<file path="src/rtl/control_unit.sv">
// Multi-cycle control unit: fetches one instruction at a time, reads a register
// file, drives an external ALU and writes results back. Optional debug read port
// via `define CU_DEBUG_PORT_EN.
module control_unit #(
  parameter int DATA_W = 16,
  parameter int NREGS  = 16
) (
  input  logic              clk,
  input  logic              rst_n,
  input  logic              instr_valid,
  input  logic [15:0]       instr,
  output logic              instr_ready,
  output logic [3:0]        alu_opcode,
  output logic [DATA_W-1:0] alu_operand1,
  output logic [DATA_W-1:0] alu_operand2,
  input  logic [DATA_W-1:0] alu_result,
  output logic [DATA_W-1:0] wb_data,
  output logic              done,
  output logic              illegal,
  output logic              halted
`ifdef CU_DEBUG_PORT_EN
  ,
  input  logic [3:0]        dbg_addr,
  output logic [DATA_W-1:0] dbg_data
`endif
);

  typedef enum logic [2:0] {
    IDLE,
    DECODE,
    EXECUTE,
    WRITEBACK,
    HALTED
  } state_t;

  localparam logic [3:0] OP_DIV  = 4'h4;
  localparam logic [3:0] OP_LDI  = 4'hE;
  localparam logic [3:0] OP_HALT = 4'hF;

  state_t            state;
  logic [15:0]       instr_q;
  logic [DATA_W-1:0] regs [NREGS];

  logic [3:0] op;
  logic [3:0] rd;
  logic [3:0] rs1;
  logic [3:0] rs2;
  logic [7:0] imm8;

  assign op   = instr_q[15:12];
  assign rd   = instr_q[11:8];
  assign rs1  = instr_q[7:4];
  assign rs2  = instr_q[3:0];
  assign imm8 = instr_q[7:0];

  assign instr_ready = (state == IDLE);

  function automatic logic is_legal(input logic [3:0] o);
    return (o <= OP_DIV) || (o == OP_LDI) || (o == OP_HALT);
  endfunction

  // illegal is decoded at acceptance so its pulse lines up with the DECODE cycle
  always_ff @(posedge clk or negedge rst_n) begin
    if (!rst_n) begin
      state        <= IDLE;
      instr_q      <= '0;
      alu_opcode   <= '0;
      alu_operand1 <= '0;
      alu_operand2 <= '0;
      wb_data      <= '0;
      done         <= 1'b0;
      illegal      <= 1'b0;
      halted       <= 1'b0;
      for (int i = 0; i < NREGS; i++) begin
        regs[i] <= '0;
      end
    end else begin
      done    <= 1'b0;
      illegal <= 1'b0;
      case (state)
        IDLE: begin
          if (instr_valid) begin
            instr_q <= instr;
            illegal <= !is_legal(instr[15:12]);
            state   <= DECODE;
          end
        end
        DECODE: begin
          if (!is_legal(op)) begin
            state <= IDLE;
          end else if (op == OP_HALT) begin
            halted <= 1'b1;
            state  <= HALTED;
          end else if (op == OP_LDI) begin
            wb_data <= DATA_W'(imm8);
            done    <= 1'b1;
            state   <= WRITEBACK;
          end else begin
            alu_opcode   <= op;
            alu_operand1 <= regs[rs1];
            alu_operand2 <= regs[rs2];
            state        <= EXECUTE;
          end
        end
        EXECUTE: begin
          wb_data <= alu_result;
          done    <= 1'b1;
          state   <= WRITEBACK;
        end
        WRITEBACK: begin
          regs[rd] <= wb_data;
          state    <= IDLE;
        end
        HALTED: begin
          state <= HALTED;
        end
        default: begin
          state <= IDLE;
        end
      endcase
    end
  end

`ifdef CU_DEBUG_PORT_EN
  assign dbg_data = regs[dbg_addr];
`endif

endmodule

</file>
<file path="config.mk">
export PLATFORM = sky130hd
export DESIGN_NAME = control_unit
export DESIGN_NICKNAME = d
export VERILOG_FILES = /design/src/rtl/control_unit.sv
export SDC_FILE = /design/constraint.sdc
export NUM_CORES = 1
export LEC_CHECK = 0
export BUFFER_PORTS_ARGS = -buffer_cell sky130_fd_sc_hd__buf_2
export CAP_MARGIN = 20
export CORE_UTILIZATION = 55
export CTS_CLUSTER_SIZE = 40
export DETAILED_ROUTE_END_ITERATION = 10
export PLACE_DENSITY = 0.76
export SYNTH_ARGS = -nofsm -noshare
export SYNTH_HDL_FRONTEND = slang
export SYNTH_SLANG_ARGS = --single-unit
</file>
<file path="constraint.sdc">
create_clock -name clk -period 2.7 [get_ports clk]
set_input_delay 0.54 -clock clk [delete_from_list [all_inputs] [get_ports clk]]
set_output_delay 0.54 -clock clk [all_outputs]
set_load 0.05 [all_outputs]
</file>
==> metrics.md, run 1 <==
| Metric | Value |
|---|---|
| Reg2reg start | state[1]$_DFFE_PN0P_ |
| Final hold viol count | 0 |
| Top Ports | 91 |
| Final setup viols | 0 |
| Post-CTS Setup Inserts | 0 |
| Mapped Area | between 15000 and 20000 µm² |
| Worst hold endpoint | wb_data[5]$_DFFE_PN0P_ |
| Filler Cells Inserted | roughly 2000 |
| Worst hold stages | 3 |
| Die Area | roughly 30000 µm² |
| Drc violations | 0 |
| Grt total ovfl | 0 |
| Critical Path End Type | flip-flop |
| Clk slew on worst S/H paths | about 0.06 ns |
| Sequential Power Share | 0.377 |
| Post-Route WL | between 40 and 50 mm |
| VDD IR max | ~0.00060 V |
| CP Cell Sequence | nand2_1, or4_1, nor2_4, buf_12, mux2_2 |
| Top cells by area, synth | dfrtp_1, mux2_2, mux4_2, mux2i_1, a221oi_1 |
| Critical path class | reg2reg |
| P_leak | ~8.4 nW |
| Leading area contributor after synthesis | dfrtp_1 |
| Unique cell type count in the Yosys netlist | 39 |
| Sw frac | 0.398 |
| CP required | slightly above 3 ns |
| Layout Utilization | 0.639 |
| Syn_nets | 1100 |
| Hold WC Path Type | in2reg |
| Hold buffers post-CTS | 1 |
| Via count | roughly 11000 |
| Core area | 28900 µm² |
| Syn avg cell area | 15.3 µm² |
| # clock sinks | between 300 and 400 |
| Combinational Power Share | 0.422 |
| Post-DR wirelength/cell | 28.2 µm |
| Sequential share of the synthesized area | 0.508 |
| Clock Tree Buf Depth | 3 |
| Slew Limit Headroom | 0.361 |
| Worst slew pin tran | 0.959 ns |
| Status | finished, final reports clean |
| Final Max Tran Viols | 0 |
| CP Launch Type | flip-flop |
| Inserted Clock Buffers | 35 |
| Worst hold start | alu_result[5] |
| Slowest cell on the critical path | or4_1 |
| Hpwl dp | roughly 26 mm |
| Vias in the first global route | 11026 |
| Fin crit share | 0.873 |
| Post-cts repair resize count | 0 |
| CTS tree | built |
| GPL Wtd Cong | 0.837 |
| Worst Path Buf+Inv | 1 |
| Mapped Cells | roughly 1100 |
| Clk pwr share | 0.201 |
| Antenna viol nets, final | 0 |
| Yosys warning total | 0 |
| Post-DR vias/cell | roughly 6.8 |
| Worst reg-to-reg setup slack | around 0.34 ns |
| Final TNS setup | 0 ns |
| I/O Buffers | 90 |
| Starting Density | 0.562 |
| Largest net degree at the start of global routing | between 70 and 80 |
| Final min period | 2.36 ns |
| Max Freq | 0.424 GHz |
| Placed instance count | ~1500 |
| Non-Filler Instances | 1559 |
| Worst reg2reg path endpoint | regs[220]$_DFFE_PN0P_ |
| Global-route wire length before repair | around 69 mm |
| Share of cells above drive strength 1 | 0.516 |
| H-tree levels | 2 |
| Tot GR Track Use | 0.303 |
| Layout Skew | 0.00881 ns |
| Cell Rows | between 60 and 70 |
| Seq cells post-synth | between 300 and 400 |
| Critical path's top delay family | simple AND/OR/NAND/NOR gates |
| P_int | 14.7 mW |
| Max-Cap Viols | 0 |
| Arr. time, crit path | roughly 2.8 ns |
| Clk Latency, worst-skew pair | a little over 0.5 ns |
| CP max stage delay | ~0.66 ns |
| Cell Pwr Density | about 1300 nW/µm² |
| Final net count | around 1200 |
| DRT Pass-1 Iters | 5 |
| Worst-path fanout max | 11 |
| Post-synth top area share | 0.508 |
| Antenna violations before repair | 1 |
| Clock root buffer master | clkbuf_16 |
| Number of DRC markers in iteration 0 | between 900 and 1000 |
| Reg2Reg Depth | 5 |
| Net load switching power | between 9 and 10 mW |
| Die Wd | ~170 µm |
| Die Y-Extent | 174 µm |
| Area Overhead vs Synth | 13.6% |
| Unrepaired setup endpoints after global routing | no |
[worst max path at each step]
| stage | from | end | slack [ns] | cells past startpoint |
|---|---|---|---|---|
| 3_5_place_dp | state[1]$_DFFE_PN0P_ | regs[217]$_DFFE_PN0P_ | 0.41 | 5 |
| 3_3_place_gp | state[2]$_DFFE_PN0P_ | regs[216]$_DFFE_PN0P_ | 0.44 | 4 |
| 2_1_floorplan | state[1]$_DFFE_PN0P_ | instr_q[10]$_DFFE_PN0P_ | 0.44 | 6 |
| 5_1_grt | state[1]$_DFFE_PN0P_ | regs[215]$_DFFE_PN0P_ | 0.30 | 5 |
| 6_report | state[1]$_DFFE_PN0P_ | regs[220]$_DFFE_PN0P_ | 0.34 | 5 |
| 4_1_cts | state[1]$_DFFE_PN0P_ | regs[217]$_DFFE_PN0P_ | 0.38 | 5 |
[cells in the final DEF, fill, tap and decap left out, types with 4 or more instances in the layout]
| cell | synthesis | layout |
|---|---|---|
| dfrtp_1 | 330 | 326 |
| o22ai_1 | 32 | 32 |
| clkinv_2 | 0 | 8 |
| mux2i_1 | 40 | 40 |
| clkbuf_16 | 0 | 37 |
| and2_1 | 4 | 4 |
| a221oi_1 | 32 | 32 |
| buf_12 | 0 | 12 |
| buf_4 | 10 | 39 |
| nor2b_1 | 4 | 4 |
| buf_2 | 38 | 89 |
| clkbuf_8 | 0 | 5 |
| mux2_1 | 12 | 12 |
| clkbuf_1 | 45 | 10 |
| nor2_1 | 34 | 34 |
| o21ai_0 | 19 | 19 |
| nand2b_1 | 6 | 6 |
| mux2_2 | 262 | 262 |
| nand2_1 | 33 | 33 |
| mux4_2 | 128 | 128 |
[metal layers]
layer | share of wire | vias to the layer above | global-route usage
li1 | - | 4281 | -
met2 | 0.49 | 512 | 0.478
met5 | 0 | - | 0
met3 | 0.073 | 109 | 0.0505
met1 | 0.41 | 5684 | 0.429
met4 | 0.031 | 0 | 0.112
[tightest hold or removal path, stage by stage]
cell	delay [ns]
buf_2	0.07
nand2_1	0.03
o21ai_0	0.06
[cells by family after synthesis]
logic type,after synthesis,synth area share
muxes,442,0.392
DFF,330,0.508
and+or+nand+nor,105,0.0336
buffers and inverters,97,0.0281
AOI/OAI and AO/OA,91,0.0391
[Yosys cell counts]
cell type  count
dfrtp_1      330
mux2_2       262
mux4_2       128
clkbuf_1      45
mux2i_1       40
buf_2         38
nor2_1        34
nand2_1       33
a221oi_1      32
o22ai_1       32
o21ai_0       19
mux2_1        12
buf_4         10
nand2b_1       6
and2_1         4
nor2b_1        4
buf_1          3
nor2_2         3
nor2_4         3
o21a_1         3
or2_2          3
nand3_1        2
nor3_1         2
nor3_4         2
a21oi_1        1
a31oi_1        1
and4_1         1
buf_6          1
nand3_2        1
nand4_1        1
nand4b_1       1
nor3_2         1
nor4b_2        1
o21bai_1       1
o22a_1         1
o32a_1         1
or3b_1         1
or3b_2         1
or4_1          1
[sequential cells by signal (all words and copies together) (netlist names)]
name and cells:
instr_q 16, state 3, done 1, alu_operand1 16, alu_operand2 16, illegal 1
alu_opcode 4, halted 1, regs 256, wb_data 16
[power by group through the flow]
stage	clock, mW	combinational [mW]	sequential [mW]
after floorplan	0	6.69	9.46
after global placement	0	10.0	9.00
after detailed placement	0	10.2	9.13
after CTS	4.95	10.3	9.10
after global routing	5.15	10.8	9.43
final	4.90	10.3	9.18
[per-stage QoR]
step	area, µm²	hold WS, ns	total power [mW]	setup slack [ns]
floorplan	16300	0.244	16.1	0.445
global placement	17300	0.463	19.0	0.437
detailed placement	17300	0.469	19.3	0.407
CTS	18500	0.224	24.3	0.378
global route	18500	0.243	25.4	0.302
finish	18500	0.228	24.4	0.344
[layout make-up]
type	instances	area [µm²]	area share
diodes	2	5.00	0.000271
multi-input cells	638	7560	0.409
repair buffers	142	1000	0.0543
flip-flops and latches	330	8270	0.447
clock buffers	52	1030	0.0559
clock inverters	11	130	0.00704
well taps	384	480	0.0260
Power figures use the tool's default switching activity.
==> run 2, diff against run 1 <==
REMOVE_ABC_BUFFERS = 1   (was default)
==> run 2 against run 1 <==
Effect of this change:
- clock-buffer cell count rose by 2
- non-clock buffer count rose by 6
- first-iteration DRC count rose by 24%
- clock skew rose by 0.014 ns
- sequential power rose by 0.7%
- cell area rose by 0.14%
- flip-flop and latch count did not move
- clock power fell by 4.5%
- combinational power fell by 4%
- highest routed layer unchanged
==> metrics.md, run 2 (same netlist as run 1, synthesis figures left out) <==
| Metric | Value |
|---|---|
| Status | finished, final reports clean |
| Hold buffers post-CTS | 1 (unchanged) |
| GPL Wtd Cong | 0.801 (-4.4%) |
| Antenna viol nets, final | 0 (unchanged) |
| Worst-path fanout max | 16 (+5) |
| Post-CTS Setup Inserts | 0 (unchanged) |
| Hold WC Path Type | in2reg |
| Max-Cap Viols | 0 (unchanged) |
| CP max stage delay | 0.62 ns (-0.04 ns) |
| Die Area | 30300 µm² (unchanged) |
| Hpwl dp | 25.3 mm (-4.5%) |
| CP required | 3.09 ns (about the same) |
| Cell Pwr Density | 1290 nW/µm² (-2.3%) |
| H-tree levels | 2 (unchanged) |
| Share of cells above drive strength 1 | 0.518 (+0.00243) |
| Worst Path Buf+Inv | 1 (unchanged) |
| Commonest non-fill, non-tap cell in the layout | dfrtp_1 |
| Starting Density | 0.562 (unchanged) |
| Clk pwr share | 0.196 (-0.005) |
| Critical path class | reg2reg |
| Clock Tree Buf Depth | 3 (unchanged) |
| Inserted Clock Buffers | 37 (+5.7%) |
| DRT Pass-1 Iters | 5 (unchanged) |
| Critical path's top delay family | simple AND/OR/NAND/NOR gates |
| P_leak | 8.42 nW (+0.31%) |
| Vias in the first global route | 10546 (-4.4%) |
| P_int | 14.5 mW (-1.1%) |
| Fin worst setup slack | 0.472 ns (+0.128 ns) |
| Post-cts repair resize count | 0 (unchanged) |
| Core area | 28900 µm² (unchanged) |
| Diode count | 0 (-2) |
| Largest net degree at the start of global routing | 80 (+1.3%) |
| Combinational Power Share | 0.416 (-0.006) |
| Post-DR wirelength/cell | 26.9 µm (-4.4%) |
| Cell Rows | 62 (unchanged) |
| Drc violations | 0 (unchanged) |
| Tot GR Track Use | 0.287 (-0.0162) |
| Worst slew pin tran | 0.645 ns (-0.313 ns) |
| Global-route wire length before repair | 64.6 mm (-5.7%) |
| Largest Register | regs |
| Top Ports | 91 (unchanged) |
| Grt total ovfl | 0 (unchanged) |
| # clock sinks | 330 (unchanged) |
| Die Wd | 174 µm (unchanged) |
| Critical Path End Type | flip-flop |
| Via count | 10424 (-1.5%) |
| Post-Route WL | 42.2 mm (-4.0%) |
| CP Launch Type | flip-flop |
| Clock root buffer master | clkbuf_16 |
| Net load switching power | 9.34 mW (-3.7%) |
| VDD IR max | 0.000884 V (+47%) |
| Max Freq | 0.449 GHz (+5.8%) |
| I/O Buffers | 90 (unchanged) |
| Final min period | 2.23 ns (-0.128 ns) |
| Hold_ws | 0.220 ns (-0.00771 ns) |
| Pre-CTS setup slack | 0.492 ns (+0.0850 ns) |
| Final net count | 1190 (+0.68%) |
| Clk Latency, worst-skew pair | 0.53 ns (+0.02 ns) |
| Antenna violations before repair | 0 (-1) |
| Layout Skew | 0.0229 ns (+0.0141 ns) |
| Final Max Tran Viols | 0 (unchanged) |
| Arr. time, crit path | 2.62 ns (-0.13 ns) |
| Slew Limit Headroom | 0.570 (+0.209) |
| Area Overhead vs Synth | 13.8% |
| Die Y-Extent | 174 µm (unchanged) |
| CP Cell Sequence | nand2_1, or4_1, nor3_4, buf_4, mux2_2 |
| Sequential Power Share | 0.387 (+0.010) |
| Clk slew on worst S/H paths | 0.06 ns (about the same) |
| Final setup viols | 0 (unchanged) |
| CTS tree | built |
| Slowest cell on the critical path | or4_1 |
| Filler Cells Inserted | 2077 (+3.1%) |
| Post-DR vias/cell | 6.66 (-1.9%) |
| Max reg flops | 256 (unchanged) |
| Number of DRC markers in iteration 0 | 1173 (+24%) |
| Layout Utilization | 0.640 (+0.000908) |
| Final hold viol count | 0 (unchanged) |
| Most frequent cells in the layout | dfrtp_1, mux2_2, mux4_2 |
| Unrepaired setup endpoints after global routing | no |
| Sw frac | 0.391 (-0.00649) |
| Fin crit share | 0.825 (-0.0476) |
[run 2: changes by cell type in the layout (fill, tap and decap cells not counted), sizes merged]
cell      change
clkbuf        +2
inv           +2
bufinv        -3
clkinvlp      +1
buf           +6
diode         -2
[run 2: final timing paths]
path	depth (start not counted)	slack, ns	startpoint	endpoint
max	5	0.47	state[1]$_DFFE_PN0P_	regs[244]$_DFFE_PN0P_
min	3	0.22	alu_result[3]	wb_data[3]$_DFFE_PN0P_
max reg2reg	5	0.47	state[1]$_DFFE_PN0P_	regs[244]$_DFFE_PN0P_
min reg2reg	1	0.49	halted$_DFFE_PN0P_	halted$_DFFE_PN0P_
max in group asynchronous	3	1.29	rst_n	alu_operand1[9]$_DFFE_PN0P_
min in group asynchronous	2	0.55	rst_n	regs[19]$_DFFE_PN0P_
[run 2: metrics by stage]
| stage | setup TNS [ns] | area, µm² | total power, mW | instances |
|---|---|---|---|---|
| finish | 0 | 18500 | 23.8 | 1565 |
| global route | 0 | 18500 | 25.0 | 1565 |
| CTS | 0 | 18500 | 23.9 | 1565 |
| detailed placement | 0 | 17400 | 19.1 | 1499 |
| global placement | 0 | 17400 | 18.8 | 1499 |
| floorplan | -32.95 | 15800 | 15.9 | 968 |
[run 2: per-layer routing]
layer,global-route usage,up-vias,routed length [µm]
met2,0.450,490,20500
met4,0.0819,0,1070
met1,0.418,5565,17200
met3,0.0481,83,3410
li1,-,4286,-
met5,0,-,0
[run 2: layout make-up]
type,count,area [µm²],area share
timing repair buffer,148,1070,0.0580
clock buffer,54,1060,0.0573
multi-input combinational,638,7560,0.408
tap,384,480,0.0260
sequential,330,8270,0.447
clock inverter,11,68.8,0.00372
[run 2: worst reg2reg max path, stage by stage (launching register included)]
cell	delay [ns]
dfrtp_1	0.48
nand2_1	0.11
or4_1	0.62
nor3_4	0.18
buf_4	0.34
mux2_2	0.39
[run 2: power groups by stage]
stage	combinational (mW)	clock (mW)	sequential, mW
2_1_floorplan	5.49	0	10.4
3_3_place_gp	9.68	0	9.09
3_5_place_dp	9.88	0	9.24
4_1_cts	9.93	4.74	9.20
5_1_grt	10.5	4.96	9.55
6_report	9.93	4.68	9.24
==> run 3, diff against run 2 <==
clock period = 2.1 ns   (was 2.7 ns; I/O delays follow)
==> run 3 against run 2 <==
Effect of this change:
- routed wire length is 1.6% higher
- first-iteration DRC count is 12% lower
- cell area is 2.8% higher
- critical path depth is 4 lower
- clock skew is 0.0078 ns lower
- clock-buffer cell count is 2 lower
- utilization is 1.8 points higher
- clock power is 53% higher
- flip-flop and latch count stayed put
- sequential power is 27% higher
- power is 35% higher
- critical endpoint is now wb_data[0]
- largest cell class unchanged
==> metrics.md, run 3 (same netlist as run 1, synthesis figures left out) <==
| Metric | Value |
|---|---|
| CP Cell Sequence | buf_2 |
| Fin crit share | 0.972 |
| Final setup viols | 0 (unchanged) |
| P_leak | 8.66 nW (+2.8%) |
| Most frequent cells in the layout | dfrtp_1, mux2_2, mux4_2 |
| # clock sinks | 330 (unchanged) |
| Area Overhead vs Synth | 17.0% |
| Worst reg-to-reg setup slack | 0.14 ns (-0.33 ns) |
| Die Wd | 174 µm (unchanged) |
| Reg2reg start | state[0]$_DFFE_PN0P_ |
| Largest net degree at the start of global routing | 60 (-25%) |
| Slew Limit Headroom | 0.574 (+0.00365) |
| Critical path's top delay family | flip-flops |
| Clock Tree Buf Depth | 3 (unchanged) |
| Die Y-Extent | 174 µm (unchanged) |
| CP required | 1.68 ns (-1.41 ns) |
| Final Max Tran Viols | 0 (unchanged) |
| P_int | 20.0 mW (+37%) |
| Commonest non-fill, non-tap cell in the layout | dfrtp_1 |
| Die Area | 30300 µm² (unchanged) |
| Max-Cap Viols | 0 (unchanged) |
| Global-route wire length before repair | 66.6 mm (+3.0%) |
| Net load switching power | 12.3 mW (+31%) |
| Arr. time, crit path | 1.62 ns (-1.00 ns) |
| Unrepaired setup endpoints after global routing | no |
| Core area | 28900 µm² (unchanged) |
| CP Launch Type | flip-flop |
| Number of DRC markers in iteration 0 | 1029 (-12%) |
| Layout Utilization | 0.658 (+0.0181) |
| Slowest cell on the critical path | dfrtp_1 |
| Reg2Reg Depth | 6 (+1) |
| Largest Register | regs |
| Pre-CTS setup slack | -0.0111 ns (-0.503 ns) |
| Drc violations | 0 (unchanged) |
| Total power | 32.2 mW (+35%) |
| Antenna viol nets, final | 0 (unchanged) |
| Post-Route WL | 42.9 mm (+1.6%) |
| Status | finished, final reports clean |
| Post-DR wirelength/cell | 27.1 µm (+0.49%) |
| End point of the critical path | wb_data[0] |
| Share of cells above drive strength 1 | 0.535 (+0.0169) |
| Grt total ovfl | 0 (unchanged) |
| Inserted Clock Buffers | 37 (unchanged) |
| Hpwl dp | 25.9 mm (+2.6%) |
| CTS tree | built |
| Worst-path fanout max | 18 (+2) |
| Sequential Power Share | 0.363 (-0.024) |
| H-tree levels | 2 (unchanged) |
| Worst Path Buf+Inv | 1 (unchanged) |
| Combinational Power Share | 0.415 (about the same) |
| Max Freq | around 0.49 GHz |
| Antenna violations before repair | 1 (+1) |
| VDD IR max | 0.00131 V (+49%) |
| CP max stage delay | 0.72 ns (+0.10 ns) |
| Post-DR vias/cell | 6.62 (-0.62%) |
| Vias in the first global route | 10938 (+3.7%) |
| Cell Pwr Density | 1690 nW/µm² (+31%) |
| Critical Path Stages | 1 (-4) |
| Starting Density | 0.562 (unchanged) |
| Filler Cells Inserted | 1977 (-4.8%) |
| Final TNS setup | 0 ns (unchanged) |
| Sw frac | 0.380 (-0.0110) |
| Hold WC Path Type | in2reg |
| Clock root buffer master | clkbuf_16 |
| Final net count | 1205 (+1.3%) |
| Tot GR Track Use | 0.296 (+0.00912) |
| Cell Area, Placed | 17600 µm² (+1.4%) |
| Fin worst setup slack | 0.0592 ns (-0.413 ns) |
| Layout Skew | 0.0151 ns (-0.00785 ns) |
| Critical Path End Type | primary output |
| Worst reg2reg path endpoint | alu_operand1[9]$_DFFE_PN0P_ |
| Cell Rows | 62 (unchanged) |
| Top Ports | 91 (unchanged) |
| Clk Latency, worst-skew pair | 0.52 ns (about the same) |
| Worst setup path start | wb_data[0]$_DFFE_PN0P_ |
| Clk slew on worst S/H paths | 0.06 ns (about the same) |
| DRT Pass-1 Iters | 5 (unchanged) |
| Via count | 10479 (+0.53%) |
| Clk pwr share | 0.222 (+0.026) |
| Post-route cell area | 19000 µm² (+2.8%) |
| Worst slew pin tran | 0.640 ns (-0.00547 ns) |
| Final hold viol count | 0 (unchanged) |
| I/O Buffers | 90 (unchanged) |
| Final min period | slightly above 2 ns |
| GPL Wtd Cong | 0.805 (+0.55%) |
| Critical path class | reg2out |
| Max reg flops | 256 (unchanged) |
==> run 3: per-stage QoR <==
| stage | std cells | hold slack [ns] |
|---|---|---|
| 3_3_place_gp | 1513 | 0.380 |
| 3_5_place_dp | 1513 | 0.386 |
| 4_1_cts | 1581 | 0.0846 |
| 6_report | 1583 | 0.0933 |
| 5_1_grt | 1582 | 0.106 |
| 2_1_floorplan | 968 | 0.124 |
==> run 3: area by class of cell <==
class | count | area, µm² | area share
repair buffers | 163 | 1340 | 0.0704
flip-flops and latches | 330 | 8270 | 0.435
clock inverters | 15 | 235 | 0.0124
clock buffers | 52 | 1130 | 0.0596
multi-input cells | 638 | 7570 | 0.398
well taps | 384 | 480 | 0.0252
diodes | 1 | 2.50 | 0.000132
==> run 3: per-layer routing <==
layer / vias to the layer above / routed length [µm] / GRT usage
li1: 4337 / - / -
met1: 5601 / 17600 / 0.411
met2: 455 / 20600 / 0.469
met3: 86 / 3530 / 0.0733
met4: 0 / 1090 / 0.0844
met5: - / 0 / 0
==> run 3: how the worst min path moves through the flow <==
stage              startpoint                   endpoint  cells after the start
3_3_place_gp            rst_n       regs[83]$_DFFE_PN0P_                      1
5_1_grt        alu_result[14]    wb_data[14]$_DFFE_PN0P_                      3
2_1_floorplan           rst_n  alu_opcode[0]$_DFFE_PN0P_                      0
4_1_cts        alu_result[14]    wb_data[14]$_DFFE_PN0P_                      3
3_5_place_dp            rst_n       regs[83]$_DFFE_PN0P_                      1
6_report        alu_result[0]     wb_data[0]$_DFFE_PN0P_                      3
==> run 3: repair_timing <==
item                       in CTS  in global routing
pin swaps                       1                  1
hold endpoints to repair       44                  0
buffers inserted                0                  1
hold buffers                    1                  0
setup endpoints to repair       9                 16
gates resized for setup         1                  5
==> run 3: power groups by stage <==
| stage | clock, mW | sequential, mW | combinational [mW] |
|---|---|---|---|
| finish | 7.15 | 11.7 | 13.3 |
| global route | 7.47 | 12.1 | 14.1 |
| CTS | 7.23 | 11.6 | 13.3 |
| detailed placement | 0 | 11.7 | 13.2 |
| global placement | 0 | 11.5 | 13.0 |
| floorplan | 0 | 13.4 | 6.95 |
